--- config.mk ---
export PLATFORM = sky130hd
export DESIGN_NAME = leaf_stream_bridge
export DESIGN_NICKNAME = d
export VERILOG_FILES = /design/src/rtl/leaf_stream_bridge.sv
export SDC_FILE = /design/constraint.sdc
export NUM_CORES = 1
export LEC_CHECK = 0
export CAP_MARGIN = 10
export CORE_MARGIN = 2
export CORE_UTILIZATION = 45
export DETAILED_ROUTE_END_ITERATION = 10
export GPL_TIMING_DRIVEN = 0
export PLACE_DENSITY = 0.65
export SLEW_MARGIN = 20
export SYNTH_ARGS = -nofsm -noshare
export SYNTH_HDL_FRONTEND = slang
export SYNTH_SLANG_ARGS = --single-unit
--- constraint.sdc ---
create_clock -name clk_user -period 6.85 [get_ports clk_user]
set_input_delay 1.37 -clock clk_user [delete_from_list [all_inputs] [get_ports clk_user]]
set_output_delay 1.37 -clock clk_user [all_outputs]
set_load 0.005 [all_outputs]
--- src/rtl/leaf_stream_bridge.sv ---
// leaf_stream_bridge: per-channel FIFO bridge between the packed leaf_interface
// user ports and the per-stream ap_vld/ap_ack ports of an HLS kernel, plus a
// post-reset ap_start sequencer.
// Optional feature macro: LEAF_BRIDGE_XFER_COUNT_EN enables the per-channel
// 32-bit write-side transfer counters on xfer_count (tied to 0 otherwise).
// Channel numbering inside: inbound 0..NUM_IN_PORTS-1, then outbound channels.
module leaf_stream_bridge #(
  parameter int PAYLOAD_BITS    = 32,
  parameter int NUM_IN_PORTS    = 1,
  parameter int NUM_OUT_PORTS   = 1,
  parameter int FIFO_DEPTH_BITS = 3,
  parameter int START_DELAY     = 4
) (
  input  logic                                      clk_user,
  input  logic                                      reset,
  input  logic [NUM_IN_PORTS*PAYLOAD_BITS-1:0]      dout_leaf_interface2user,
  input  logic [NUM_IN_PORTS-1:0]                   vld_interface2user,
  output logic [NUM_IN_PORTS-1:0]                   ack_user2interface,
  output logic [NUM_IN_PORTS*PAYLOAD_BITS-1:0]      user_in_data,
  output logic [NUM_IN_PORTS-1:0]                   user_in_vld,
  input  logic [NUM_IN_PORTS-1:0]                   user_in_ack,
  input  logic [NUM_OUT_PORTS*PAYLOAD_BITS-1:0]     user_out_data,
  input  logic [NUM_OUT_PORTS-1:0]                  user_out_vld,
  output logic [NUM_OUT_PORTS-1:0]                  user_out_ack,
  output logic [NUM_OUT_PORTS*PAYLOAD_BITS-1:0]     din_leaf_user2interface,
  output logic [NUM_OUT_PORTS-1:0]                  vld_user2interface,
  input  logic [NUM_OUT_PORTS-1:0]                  ack_interface2user,
  output logic                                      ap_start,
  output logic [(NUM_IN_PORTS+NUM_OUT_PORTS)*32-1:0] xfer_count
);

  localparam int NCH   = NUM_IN_PORTS + NUM_OUT_PORTS;
  localparam int DEPTH = 1 << FIFO_DEPTH_BITS;
  localparam int PW    = FIFO_DEPTH_BITS + 1;

  localparam logic [1:0] ST_RESET = 2'd0;
  localparam logic [1:0] ST_WAIT  = 2'd1;
  localparam logic [1:0] ST_RUN   = 2'd2;
  localparam logic [7:0] START_CNT = 8'(START_DELAY);

  // Unified per-channel views: inbound channels in the low slots.
  logic [NCH*PAYLOAD_BITS-1:0] wr_data_all;
  logic [NCH*PAYLOAD_BITS-1:0] rd_data_all;
  logic [NCH-1:0]              wr_vld_all;
  logic [NCH-1:0]              wr_ack_all;
  logic [NCH-1:0]              rd_vld_all;
  logic [NCH-1:0]              rd_ack_all;

  assign wr_data_all = {user_out_data, dout_leaf_interface2user};
  assign wr_vld_all  = {user_out_vld, vld_interface2user};
  assign rd_ack_all  = {ack_interface2user, user_in_ack};

  assign ack_user2interface      = wr_ack_all[NUM_IN_PORTS-1:0];
  assign user_out_ack            = wr_ack_all[NCH-1:NUM_IN_PORTS];
  assign user_in_vld             = rd_vld_all[NUM_IN_PORTS-1:0];
  assign vld_user2interface      = rd_vld_all[NCH-1:NUM_IN_PORTS];
  assign user_in_data            = rd_data_all[NUM_IN_PORTS*PAYLOAD_BITS-1:0];
  assign din_leaf_user2interface = rd_data_all[NCH*PAYLOAD_BITS-1:NUM_IN_PORTS*PAYLOAD_BITS];

  // ---------------- start sequencer ----------------
  logic [1:0] state_q, state_d;
  logic [7:0] cnt_q, cnt_d;

  // Count post-reset cycles until the programmed delay, then latch RUN.
  always_comb begin
    state_d = state_q;
    cnt_d   = cnt_q;
    case (state_q)
      ST_WAIT: begin
        if (cnt_q == START_CNT) state_d = ST_RUN;
        else                    cnt_d   = cnt_q + 8'd1;
      end
      ST_RUN: begin
        state_d = ST_RUN;
      end
      ST_RESET: begin
        state_d = ST_WAIT;
        cnt_d   = '0;
      end
      default: begin
        state_d = ST_WAIT;
        cnt_d   = '0;
      end
    endcase
  end

  // Sequencer state registers; reset parks the FSM in WAIT with cnt cleared.
  always_ff @(posedge clk_user) begin
    if (reset) begin
      state_q <= ST_WAIT;
      cnt_q   <= '0;
    end else begin
      state_q <= state_d;
      cnt_q   <= cnt_d;
    end
  end

  // ap_start rises in the same cycle the count reaches START_DELAY, so a zero
  // delay starts on the first cycle out of reset; it is held low during reset.
  assign ap_start = !reset &&
                    ((state_q == ST_RUN) || ((state_q == ST_WAIT) && (cnt_q == START_CNT)));

  // ---------------- per-channel FIFOs ----------------
  for (genvar c = 0; c < NCH; c++) begin : g_ch
    logic [PW-1:0]           wr_ptr_q, wr_ptr_d;
    logic [PW-1:0]           rd_ptr_q, rd_ptr_d;
    logic [PAYLOAD_BITS-1:0] mem_q [DEPTH];
    logic                    full, empty, do_wr, do_rd;

    // Status from registered pointers only; handshakes and pointer advance.
    always_comb begin
      full     = (wr_ptr_q[PW-1] != rd_ptr_q[PW-1]) &&
                 (wr_ptr_q[PW-2:0] == rd_ptr_q[PW-2:0]);
      empty    = (wr_ptr_q == rd_ptr_q);
      do_wr    = wr_vld_all[c] && !full;
      do_rd    = rd_ack_all[c] && !empty;
      wr_ptr_d = wr_ptr_q + PW'(do_wr);
      rd_ptr_d = rd_ptr_q + PW'(do_rd);
    end

    // Pointer registers; reset empties the FIFO by equalising the pointers.
    always_ff @(posedge clk_user) begin
      if (reset) begin
        wr_ptr_q <= '0;
        rd_ptr_q <= '0;
      end else begin
        wr_ptr_q <= wr_ptr_d;
        rd_ptr_q <= rd_ptr_d;
      end
    end

    // Storage is not reset; stale words are never visible while empty.
    always_ff @(posedge clk_user) begin
      if (do_wr) mem_q[wr_ptr_q[PW-2:0]] <= wr_data_all[c*PAYLOAD_BITS +: PAYLOAD_BITS];
    end

    assign wr_ack_all[c] = !full;
    assign rd_vld_all[c] = !empty;
    assign rd_data_all[c*PAYLOAD_BITS +: PAYLOAD_BITS] = mem_q[rd_ptr_q[PW-2:0]];

`ifdef LEAF_BRIDGE_XFER_COUNT_EN
    logic [31:0] xfer_cnt_q, xfer_cnt_d;

    // Wrapping count of words accepted on the write side.
    always_comb begin
      xfer_cnt_d = xfer_cnt_q + 32'(do_wr);
    end

    // Counter register, cleared by reset.
    always_ff @(posedge clk_user) begin
      if (reset) xfer_cnt_q <= '0;
      else       xfer_cnt_q <= xfer_cnt_d;
    end

    assign xfer_count[c*32 +: 32] = xfer_cnt_q;
`else
    assign xfer_count[c*32 +: 32] = '0;
`endif
  end

endmodule

==> results of run 1 <==
-- through the flow --
step | TNS, ns | power (mW) | std cells | worst slack, ns | hold slack, ns
floorplan | 0 | 4.52 | 1036 | 2.54 | 0.466
global placement | -30.12 | 4.99 | 1781 | -0.310 | 0.472
detailed placement | 0 | 5.03 | 1817 | 2.33 | 0.494
CTS | 0 | 7.86 | 1910 | 2.24 | 0.508
global route | 0 | 8.07 | 1911 | 2.15 | 0.537
finish | 0 | 7.77 | 1914 | 2.33 | 0.499
-- cell type report --
cell class | count | area (um2) | area share (%)
Inverter | 5 | 18.8 | 0.0726
Buffer | 105 | 693 | 2.68
Antenna cell | 4 | 10.0 | 0.0387
Timing Repair Buffer | 174 | 1990 | 7.69
Clock inverter | 24 | 273 | 1.05
Sequential cell | 538 | 15900 | 61.5
Clock buffer | 69 | 1420 | 5.48
Multi-Input combinational cell | 388 | 4800 | 18.6
Tap cell | 607 | 759 | 2.94
-- state kept, by name (all words and copies together) (netlist names) --
signal	cells
state_q	2
g_ch.mem_q	512
g_ch.rd_ptr_q	8
g_ch.wr_ptr_q	8
cnt_q	8
-- layout by cell type, fill, tap and decap left out, drive strengths merged, types with 3 or more instances in the layout --
master         instances
edfxtp               512
clkdlybuf4s50        138
mux4                 128
buf                  121
clkbuf                89
mux2                  64
conb                  64
dfxtp                 26
nor2                  24
clkinv                16
nand2b                12
ha                    12
nand2                 11
xor2                  10
nand3                 10
nor2b                  9
a21oi                  8
inv                    8
nor3                   8
xnor2                  6
bufinv                 5
diode                  4
a31oi                  3
-- kinds of logic after synthesis --
logic type / Yosys count / synth area share, %
flip-flops: 538 / 75.5
multiplexers: 192 / 17.1
buffers and inverters: 110 / 3.38
AND/OR/NAND/NOR: 83 / 1.98
AO/OA/AOI/OAI: 21 / 0.665
XOR/XNOR: 16 / 0.665
adder cells (fa/ha/maj): 12 / 0.713
other: 1 / 0.0178
-- layer usage --
layer	vias up	routed length, um	track usage (%)
met2	218	20900	28.8
met1	5135	18100	23.6
met3	55	2440	4.47
met5	-	23	0
met4	4	632	4.27
li1	4452	-	-
-- power by group through the flow --
stage / logic (mW) / clock network, mW / registers [mW]
2_1_floorplan: 0.725 / 0 / 3.79
5_1_grt: 1.32 / 3.02 / 3.74
3_5_place_dp: 1.23 / 0 / 3.80
3_3_place_gp: 1.18 / 0 / 3.81
4_1_cts: 1.24 / 2.89 / 3.73
6_report: 1.21 / 2.83 / 3.73
-- synthesized netlist by cell type (all sizes together), types with 2 or more instances --
library cell and count:
xnor2 6, mux2 64, nand3 10, a21oi 8, nor2b 9, nor3 8
a31oi 3, dfxtp 26, or4 2, xor2 10, edfxtp 512, inv 5
nand2 11, nand2b 12, nor2 24, o21ai 2, clkbuf 20, buf 85
o41a 2, o21a 2, and2 2, ha 12, mux4 128
-- how the worst max path moves through the flow --
stage	to	depth (start not counted)	slack (ns)	from
finish	din_leaf_user2interface[16]	5	2.33	g_ch[1].rd_ptr_q[1]$_SDFF_PP0_
global route	din_leaf_user2interface[2]	5	2.15	g_ch[1].rd_ptr_q[1]$_SDFF_PP0_
CTS	din_leaf_user2interface[16]	5	2.24	g_ch[1].rd_ptr_q[1]$_SDFF_PP0_
detailed placement	ap_start	4	2.33	reset
global placement	g_ch[0].mem_q[0][15]$_DFFE_PP_	4	-0.31	vld_interface2user
floorplan	g_ch[1].mem_q[0][0]$_DFFE_PP_	3	2.54	user_out_vld
==> impl_metrics.csv, run 1 <==
group,metric,value,unit
run_status,outcome,"finished clean",
route,drtAntennaViolNets,0,
logic_synthesis,ys_async_sr_fraction,0,%
power,intPower,6.03,mW
final_layout,fillCellCount,3470,
sta,setup_viol,0,
route,wirelength,42.1,mm
die,io_pins,203,
die,initial_utilization,45.4,%
worst_hold_path,hp-class,"reg2reg",
logic_synthesis,synth_edf_count,512,
logic_synthesis,synthCells,973,
power,p_sw,1.74,mW
power,power_density,301,nW/um2
place,dp_hpwl,27.3,mm
route,drt_iter0_drc,632,
clocking,cts_buffers,52,
sta,worst_pin_slew,0.856,ns
worst_setup_path,path_cells,"buf_2 > clkbuf_1 > mux4_2 > mux2_2 > clkdlybuf4s50_1",
global_routing,grt_pass1_wl,62.4,mm
die,dieArea,48500,um2
power,p_seq_share,48.0,%
logic_synthesis,ys_types,35,
worst_setup_path,r2r_start,"g_ch[0].rd_ptr_q[2]$_SDFF_PP0_",
sta,slew_viol_final,0,
global_routing,grt_use_total,17.5,%
worst_hold_path,hold_end,"state_q[1]$_SDFFE_PP0P_",
clocking,clock_sinks,538,
die,fp.dieH,220,um
worst_setup_path,required,5.48,ns
worst_setup_path,cp_top_family,"buffers and inverters",
final_layout,finish.utilization,55.8,%
power,leakage,8.49,nW
worst_setup_path,timing.rr.end,"g_ch[0].mem_q[0][20]$_DFFE_PP_",
final_layout,drive_above_1_share,30.9,%
logic_synthesis,synth.avg_cell_area,21.6,um2
clocking,worstSkewPairLatency,0.60,ns
route,firstDrtPassIters,5,
global_routing,first_global_vias,10192,
power,vdd_drop_max,0.258,mV
place,portBuffers,138,
logic_synthesis,synth.cell_area,21100,um2
flow_run,maxCapViolCount,0,
worst_setup_path,arrival,3.15,ns
worst_setup_path,path_max_fanout,10,
sta,fin_crit_sh,66.0,%
die,core,46400,um2
power,netSwitchingFraction,22.4,%
global_routing,overflow,0,
clocking,cts_root_buf,"clkbuf_16",
clocking,postCtsSetupRepairBufs,0,
worst_setup_path,end_kind,"output port",
clocking,cts_resized,0,
route,via_per_inst,5.15,
worst_hold_path,min_path_cells,1,
logic_synthesis,synth_seq_cells,538,
sta,rsz0062_at_grt,"false",
sta,worst_clock_skew,0.0216,ns
sta,slew-limit-headroom,42.9,%
clocking,clk_pin_slew,0.06,ns
final_layout,final_cell_area,25900,um2
worst_setup_path,regToRegSetupSlack,3.92,ns
worst_setup_path,rr_worst_depth,10,
logic_synthesis,synth.area.top_cells,"edfxtp_1 (73%), mux4_2 (14%), mux2_2 (3.4%), buf_4 (2.8%), dfxtp_1 (2.5%)",
route,wl_per_cell,22.0,um
worst_setup_path,worstSetupPathType,"reg2out",
clocking,ctsHoldBuffers,0,
logic_synthesis,synth_top_area_share,73.0,%
final_layout,final_nets,1346,
sta,fmax,221,MHz
die,die_x,220,um
route,remaining_drc_errors,0,
die,rows,79,
place,dpl_cell_area,24200,um2
global_routing,grt_max_degree,21,
power,combPwrFrac,15.6,%
global_routing,antenna_found_initial,5,
logic_synthesis,ys_seq_area_share,75.5,%
route,via_count,9864,
worst_setup_path,path_buf_inv,3,
clocking,h-tree-depth,2,
power,p_clk_share,36.5,%
sta,hold_violations,0,
sta,min_period,4.52,ns
logic_synthesis,synth_flop_cell,"edfxtp_1",
logic_synthesis,yosysWarnings,0,
worst_setup_path,slowest_stage,"clkbuf_1",
final_layout,layout-area-overhead-vs-synth,22.8,%
worst_hold_path,hp-start,"state_q[1]$_SDFFE_PP0P_",
clocking,cts_tree,"yes",
clocking,cts_buffer_depth,3,
place,gp_congestion,0.717,
logic_synthesis,yosys.area.top_type,"edfxtp_1",
worst_setup_path,startpoint_type,"flop",
worst_setup_path,slowest_delay,0.63,ns
(Power assumes the default switching activity.)
==> inputs of run 2 (changes only) <==
Clock period 6.85 ns to 4.24 ns, I/O delays scaled along.
==> results of run 2 <==
The final DEF is identical to that of run 1. Status: finished clean.
Among the figures that moved: setup slack after placement 2.33 ns -> 0.707 ns; setup slack after layout 2.33 ns -> 0.244 ns; register-to-register setup slack 3.92 ns -> 1.31 ns; total power 7.77 mW -> 12.6 mW; worst IR drop on VDD 0.258 mV -> 0.417 mV
==> inputs of run 3 (changes only) <==
Settings changed: CORE_UTILIZATION 45 to 40, PLACE_DENSITY 0.65 to unset.
Clock period 4.24 ns to 4.1 ns, I/O delays scaled along.
==> run 3 against run 2 <==
Combinational power is 4% higher; cell area is 0.83% higher; clock skew is 0.0045 ns lower; sequential power is 3.3% higher; routed wire length is 2.9% higher; sequential share of layout area is 0.51 points lower; critical path depth stayed put; register-to-register slack better by 0.06 ns; cell count is 4.5% higher; flip-flop and latch count stayed put; critical path type unchanged; critical endpoint is now din_leaf_user2interface[12].
==> impl_metrics.csv, run 3 (synthesis gave the netlist of run 1 again) <==
group,metric,value,unit
place,dpl.cell_count,1902,
final_layout,finish.utilization,49.8,%
sta,worst_clock_skew,0.0172,ns
place,post-place-ws,0.659,ns
die,die_x,233,um
die,dieArea,54500,um2
route,drtAntennaViolNets,0,
final_layout,instances_no_fill,2001,
route,wl_per_cell,21.7,um
worst_setup_path,required,3.28,ns
die,initial_utilization,40.2,%
route,via_per_inst,5.00,
worst_setup_path,end_kind,"output port",
clocking,cts_root_buf,"clkbuf_16",
route,firstDrtPassIters,4,
clocking,cts_buffer_depth,3,
final_layout,final_nets,1351,
power,power_density,498,nW/um2
global_routing,first_global_vias,10280,
sta,fmax,253,MHz
clocking,clk_pin_slew,0.06,ns
final_layout,largest_reg_flops,512,
clocking,cts_buffers,53,
die,fp.dieH,233,um
power,vdd_drop_max,0.356,mV
final_layout,final_cell_area,26100,um2
die,rows,84,
sta,slew-limit-headroom,41.9,%
sta,hold_violations,0,
clocking,ctsHoldBuffers,0,
worst_hold_path,hp-class,"reg2reg",
worst_setup_path,startpoint_type,"flop",
worst_setup_path,cp-startpoint,"g_ch[1].rd_ptr_q[1]$_SDFF_PP0_",
worst_setup_path,timing.rr.end,"g_ch[0].mem_q[0][15]$_DFFE_PP_",
worst_setup_path,r2r_start,"g_ch[0].wr_ptr_q[1]$_SDFF_PP0_",
power,p_total,13.0,mW
die,io_pins,203,
final_layout,final_common_cell,"edfxtp_1",
final_layout,layout-area-overhead-vs-synth,23.8,%
clocking,worstSkewPairLatency,0.59,ns
clocking,clock_sinks,538,
clocking,cts_tree,"yes",
worst_setup_path,rr_worst_depth,7,
worst_setup_path,path_max_fanout,10,
clocking,h-tree-depth,2,
flow_run,maxCapViolCount,0,
final_layout,final_cell_mix,"edfxtp_1 (512), clkdlybuf4s50_1 (138), mux4_2 (128)",
place,dpl_cell_area,24400,um2
sta,worst_slack,0.155,ns
run_status,outcome,"finished clean",
place,gp_congestion,0.721,
global_routing,antenna_found_initial,5,
place,portBuffers,138,
clocking,cts_resized,0,
route,via_count,10000,
sta,worst_pin_slew,0.871,ns
clocking,postCtsSetupRepairBufs,0,
place,dp_hpwl,28.4,mm
worst_setup_path,crit_end,"din_leaf_user2interface[12]",
global_routing,grt_pass1_wl,64.6,mm
global_routing,overflow,0,
power,leakage,8.54,nW
sta,setup_viol,0,
global_routing,grt_max_degree,20,
worst_setup_path,regToRegSetupSlack,1.37,ns
sta,slew_viol_final,0,
route,remaining_drc_errors,0,
route,drt_iter0_drc,734,
sta,min_period,3.95,ns
route,wirelength,43.4,mm
global_routing,grt_use_total,16.1,%
worst_setup_path,arrival,3.13,ns
worst_setup_path,worstSetupPathType,"reg2out",
sta,rsz0062_at_grt,"false",
final_layout,drive_above_1_share,30.9,%
sta,fin_crit_sh,96.2,%
die,core,52300,um2
[run 3: cell count changes in the layout (fill, tap and decap cells not counted)]
| cell | previous run | this run |
|---|---|---|
| clkinv_1 | 5 | 17 |
| buf_16 | 12 | 19 |
| clkbuf_1 | 33 | 26 |
| buf_4 | 86 | 90 |
| buf_8 | 3 | 0 |
| diode_2 | 4 | 1 |
| buf_12 | 3 | 1 |
| buf_6 | 10 | 8 |
| clkbuf_8 | 3 | 1 |
| clkbuf_2 | 0 | 1 |
| clkinvlp_4 | 0 | 1 |
| inv_6 | 1 | 0 |
| inv_8 | 0 | 1 |
[run 3: cell type report]
type	count	area, um2
Fill cell	4274	26300
Clock inverter	37	328
Timing Repair Buffer	178	2100
Multi-Input combinational cell	388	4800
Clock buffer	61	1370
Antenna cell	1	2.50
Inverter	5	18.8
Tap cell	688	861
Buffer	105	694
Sequential cell	538	15900
[run 3: critical path, cell delays in order, from the launching register on]
cell,delay [ns]
dfxtp_1,0.44
buf_2,0.31
clkbuf_1,0.62
mux4_2,0.40
mux2_2,0.29
clkdlybuf4s50_1,0.48
[run 3: metal layers]
| metal | routed length, um | vias to the layer above | share of wire [%] | GRT usage (%) |
|---|---|---|---|---|
| li1 | - | 4456 | - | - |
| met1 | 18500 | 5265 | 43 | 21.7 |
| met2 | 21500 | 208 | 50 | 26.7 |
| met3 | 2520 | 61 | 5.8 | 3.56 |
| met4 | 780 | 10 | 1.8 | 3.86 |
| met5 | 55 | - | 0.13 | 0 |
[run 3: worst min-delay path by stage]
| stage | start | endpoint | depth (start not counted) |
|---|---|---|---|
| floorplan | state_q[1]$_SDFFE_PP0P_ | state_q[1]$_SDFFE_PP0P_ | 1 |
| global placement | state_q[1]$_SDFFE_PP0P_ | state_q[1]$_SDFFE_PP0P_ | 1 |
| detailed placement | state_q[1]$_SDFFE_PP0P_ | state_q[1]$_SDFFE_PP0P_ | 1 |
| CTS | state_q[1]$_SDFFE_PP0P_ | state_q[1]$_SDFFE_PP0P_ | 1 |
| global route | state_q[1]$_SDFFE_PP0P_ | state_q[1]$_SDFFE_PP0P_ | 1 |
| finish | state_q[0]$_SDFFE_PP1P_ | state_q[0]$_SDFFE_PP1P_ | 2 |
[run 3: stage by stage]
stage / hold WS, ns / setup TNS, ns
floorplan: 0.466 / 0
global placement: 0.476 / -678.59
detailed placement: 0.495 / 0
CTS: 0.509 / 0
global route: 0.535 / 0
finish: 0.502 / 0
[run 3: power breakdown]
part / leakage, nW / switching (mW) / internal [mW] / total, mW
registers: 4.86 / 0.0551 / 6.18 / 6.23
clock network: 0.835 / 2.01 / 2.71 / 4.72
logic: 2.85 / 0.876 / 1.15 / 2.03
total: 8.54 / 2.95 / 10.0 / 13.0
